===== src/rtl/fpu_div_arb.sv =====
// fpu_div_arb: round-robin arbiter/sequencer for the shared multi-cycle FPU divider.
// Two requesters, one operation in flight, registered operands and enable to the
// divider, valid/ready response back to the owner.
// Optional watchdog abort: define FDIV_ARB_TIMEOUT_EN.
module fpu_div_arb #(
    parameter int unsigned TAGW = 4,
    parameter int unsigned OPW  = 147
) (
    input  logic            clk_i,
    input  logic            resetn_i,
    input  logic            flush_i,
    input  logic [1:0]      req_valid_i,
    output logic [1:0]      req_ready_o,
    input  logic [OPW-1:0]  req0_op_i,
    input  logic [OPW-1:0]  req1_op_i,
    input  logic [TAGW-1:0] req0_tag_i,
    input  logic [TAGW-1:0] req1_tag_i,
    output logic            div_enable_o,
    output logic [OPW-1:0]  div_op_o,
    input  logic            div_ready_i,
    input  logic [31:0]     div_result_i,
    output logic [1:0]      rsp_valid_o,
    input  logic [1:0]      rsp_ready_i,
    output logic [31:0]     rsp_result_o,
    output logic [TAGW-1:0] rsp_tag_o,
    output logic            rsp_timeout_o
);

    typedef enum logic [1:0] {
        S_IDLE,
        S_RUN,
        S_RESP
    } state_t;

    state_t          state_q, state_d;
    logic            ptr_q;
    logic            owner_q;
    logic [TAGW-1:0] tag_q;
    logic            grant;
    logic            accept;
    logic            finish;
    logic [31:0]     fin_result;

    // Grant selection and request handshake (combinational from state, pointer, valids)
    always_comb begin
        grant       = ptr_q;
        req_ready_o = '0;
        if (req_valid_i == 2'b01) begin
            grant = 1'b0;
        end else if (req_valid_i == 2'b10) begin
            grant = 1'b1;
        end
        if (state_q == S_IDLE && !flush_i && resetn_i && (|req_valid_i)) begin
            req_ready_o[grant] = 1'b1;
        end
        accept = |(req_ready_o & req_valid_i);
    end

`ifdef FDIV_ARB_TIMEOUT_EN
    logic [5:0] wdog_q;
    logic       wd_hit;

    // Watchdog fires on the edge where the counter would reach 63
    always_comb begin
        wd_hit     = (state_q == S_RUN) && !div_ready_i && (wdog_q == 6'd62);
        finish     = (state_q == S_RUN) && (div_ready_i || wd_hit);
        fin_result = div_ready_i ? div_result_i : 32'h7FC0_0000;
    end

    // Watchdog counter and abort flag
    always_ff @(posedge clk_i or negedge resetn_i) begin
        if (!resetn_i) begin
            wdog_q        <= '0;
            rsp_timeout_o <= 1'b0;
        end else begin
            if (accept) begin
                wdog_q        <= '0;
                rsp_timeout_o <= 1'b0;
            end else if (state_q == S_RUN) begin
                wdog_q <= wdog_q + 6'd1;
                if (!flush_i && finish) begin
                    rsp_timeout_o <= wd_hit;
                end
            end
        end
    end
`else
    // Completion comes only from the divider
    always_comb begin
        finish     = (state_q == S_RUN) && div_ready_i;
        fin_result = div_result_i;
    end

    assign rsp_timeout_o = 1'b0;
`endif

    // Next-state logic; flush outranks completion and response handshake
    always_comb begin
        state_d = state_q;
        case (state_q)
            S_IDLE: if (accept) state_d = S_RUN;
            S_RUN: begin
                if (flush_i)     state_d = S_IDLE;
                else if (finish) state_d = S_RESP;
            end
            S_RESP: begin
                if (flush_i)                   state_d = S_IDLE;
                else if (rsp_ready_i[owner_q]) state_d = S_IDLE;
            end
            default: state_d = S_IDLE;
        endcase
    end

    // Response valid is one-hot to the owner while in RESP
    always_comb begin
        rsp_valid_o = '0;
        if (state_q == S_RESP) begin
            rsp_valid_o[owner_q] = 1'b1;
        end
    end

    // State, pointer, operand/enable and result registers
    always_ff @(posedge clk_i or negedge resetn_i) begin
        if (!resetn_i) begin
            state_q      <= S_IDLE;
            ptr_q        <= 1'b0;
            owner_q      <= 1'b0;
            tag_q        <= '0;
            div_enable_o <= 1'b0;
            div_op_o     <= '0;
            rsp_result_o <= '0;
            rsp_tag_o    <= '0;
        end else begin
            state_q <= state_d;
            if (accept) begin
                ptr_q        <= ~grant;
                owner_q      <= grant;
                tag_q        <= grant ? req1_tag_i : req0_tag_i;
                div_op_o     <= grant ? req1_op_i : req0_op_i;
                div_enable_o <= 1'b1;
            end else if (state_q == S_RUN && (flush_i || finish)) begin
                div_enable_o <= 1'b0;
            end
            if (state_q == S_RUN && !flush_i && finish) begin
                rsp_result_o <= fin_result;
                rsp_tag_o    <= tag_q;
            end
        end
    end

endmodule


===== config.mk =====
export PLATFORM = sky130hd
export DESIGN_NAME = fpu_div_arb
export DESIGN_NICKNAME = d
export VERILOG_FILES = /design/src/rtl/fpu_div_arb.sv
export SDC_FILE = /design/constraint.sdc
export NUM_CORES = 1
export LEC_CHECK = 0
export ABC_AREA = 1
export CAP_MARGIN = 5
export CORE_MARGIN = 8
export CORE_UTILIZATION = 25
export DETAILED_ROUTE_END_ITERATION = 8
export SETUP_SLACK_MARGIN = 0.3
export SYNTH_ARGS = -nofsm -noshare
export SYNTH_HDL_FRONTEND = slang
export SYNTH_SLANG_ARGS = --single-unit

===== constraint.sdc =====
create_clock -name clk_i -period 1.5 [get_ports clk_i]
set_input_delay 0.3 -clock clk_i [delete_from_list [all_inputs] [get_ports clk_i]]
set_output_delay 0.3 -clock clk_i [all_outputs]
set_load 0.02 [all_outputs]

==> metrics <==
PD cells 1280 nW/µm²; Hold Violations, Final 33; initial antenna violation count 0; Die Height 210 µm; Cell variety after synth 17; CP Class in -> out; final setup fails 156; WHS -0.0786 ns; cell area after synthesis 9450 µm²; Ant. Diodes 0; crit-path max FO 4; Peak VDD IR 0.659 mV; Synthesized Nets 1676; die width 210 µm; post-placement cell area 15500 µm²; CP bufs+invs 5; area occupied by multi-input gates 4190 µm²; largest net degree at the start of global routing 104; Worst Path Arrival 1.43 ns; DR vias 10700; failing checks negative hold slack, negative setup slack; Data required, critical path 1.20 ns; All-Layer GR Usage 19.5%; buffers added on ports 529; post-synthesis sequential area ratio 50.8%; # clock sinks 192; core area 37500 µm²; cell count after synthesis 1334; Worst Setup SP req_valid_i[1]; Startpoint Class input pin; Worst Hold Class in -> async; Slew HR 57.1%; per-cell routed wire length 18.8 µm; clk slew on worst S/H paths 0.07 ns; DR pass1 iterations 6; Root Buffer clkbuf_16; Slew @ Worst Pin 0.643 ns; MaxCap Viol Count 0; io pins 531; drt via density 4.45; most frequent cells in the layout 790 x nand2_1, 340 x clkdlybuf4s50_1, 192 x dfrtp_1, 191 x buf_6, 152 x nand3_1; Worst setup EP type output port; register area 4800 µm²; power consumption 22400 µW; Area Overhead vs Synth 84.8%; Core Rows 71; leak pwr 0.00903 µW; final-report max-slew violation count 0; DIE AREA 44300 µm²; Clock Skew 0.0165 ns; Top delay family on crit path buffers and inverters; min Tclk post-route 1.73 ns; TritonCTS clock tree built; worst r2r src state_q[0]; slowest CP cell clkdlybuf4s50_1; 1st-iter DRT viols 626; RSZ-0062 raised after global routing yes; H-tree depth 4; Longest Clk Path Bufs 2; # fillers 3706; synth warn 0; Congestion Overflow GR 0; Nets 2232; #FFs+latches synth 192; status finished with violations; Mean Syn Cell Area 7.09 µm²; Post-DP HPWL 30.6 mm; Starting Density 25.2%; GP Congestion 0.844; FMAX 579 MHz; final instance area 17500 µm²; most common cell after layout, fill and taps aside nand2_1; Setup WS post-layout -0.226 ns; clk_lat worst skew 0.45 ns; DRC viols 0; crit-path cells clkdlybuf4s50_1, buf_4, inv_1, nand2_4, nand2_8, inv_4, nor2_4, buf_6; Detail Route Antenna Nets 0; final WL 45.4 mm; vias in the first global route 11000; TritonCTS Buffers 17; fin crit share 115%; first-pass GRT wire length 66.2 mm; Crit path largest cell delay 0.46 ns; share of cells above drive strength 1 18.2%
routing by layer:
metal | part of all wire (%) | global-route usage [%] | up-vias
li1 | - | - | 5219
met1 | 40 | 22.4 | 4970
met2 | 48 | 33.0 | 463
met3 | 7.7 | 5.91 | 74
met4 | 3.7 | 9.10 | 0
met5 | 0 | 0 | -
cell usage after synthesis (all sizes together):
| cell | n | area share [%] |
|---|---|---|
| inv | 46 | 1.8 |
| nor2 | 9 | 0.36 |
| o21ai | 40 | 2.1 |
| dfrtp | 192 | 51 |
| buf | 68 | 3.8 |
| conb | 1 | 0.040 |
| o31ai | 1 | 0.079 |
| clkbuf | 21 | 0.83 |
| nand4 | 1 | 0.066 |
| nand2 | 803 | 32 |
| nand3 | 152 | 8.0 |
final cells by class:
class | instances | share of cell area, %
timing repair buffer | 625 | 40.1
clock inverter | 10 | 0.709
multi-input combinational | 1007 | 24.0
clock buffer | 21 | 2.75
sequential | 192 | 27.5
inverter | 46 | 1.15
tap | 511 | 3.66
timing repair inverter | 1 | 0.115
registers in the layout, summed over array words and instances (netlist names):
name,cells
tag_q,4
owner_q,1
div_op_o,147
rsp_result_o,32
rsp_tag_o,4
state_q,2
div_enable_o,1
ptr_q,1
cells by family (layout without fill, tap and decap cells):
| group | Yosys count | count (layout) | synth area share, % |
|---|---|---|---|
| AOI/OAI and AO/OA | 41 | 41 | 2.20 |
| buffers and inverters | 135 | 703 | 6.46 |
| DFF | 192 | 192 | 50.8 |
| other | 1 | 1 | 0.0397 |
| and+or+nand+nor | 965 | 965 | 40.5 |
stage by stage:
stage          TNS, ns  std cells  utilization (%)  setup WS, ns
6_report        -23.38       2413             46.6        -0.226
3_5_place_dp    -83.99       2329             41.4        -0.670
2_1_floorplan        0       1334                -         0.112
4_1_cts         -29.00       2405             46.0        -0.297
3_3_place_gp    -84.24       2329             41.4        -0.706
5_1_grt         -36.18       2413             46.6        -0.313
final timing paths:
kind,endpoint,depth (start not counted),slack [ns]
max in group asynchronous,div_op_o[38],3,0.58
worst min register to register,tag_q[3],2,0.48
worst max-delay path,req_ready_o[0],8,-0.23
min in group clk_i,rsp_result_o[16],3,0.39
worst max register to register,div_op_o[54],12,-0.19
worst min-delay path,div_op_o[103],2,-0.08
timing repair:
item | 4_1_cts | 5_1_grt
endpoints found under the hold margin | 33 | 33
gates resized for setup | 1225 | 25
buffers inserted | 28 | 3
gates cloned | 17 | 5
setup endpoints to repair | 379 | 380
pin swaps | 11 | 2
where the power goes:
part | switching (µW) | internal, µW | total, µW
Sequential | 1050 | 6530 | 7580
Clock | 2120 | 2650 | 4770
Combinational | 5110 | 4920 | 10000
Total | 8280 | 14100 | 22400
(Power assumes the default switching activity.)
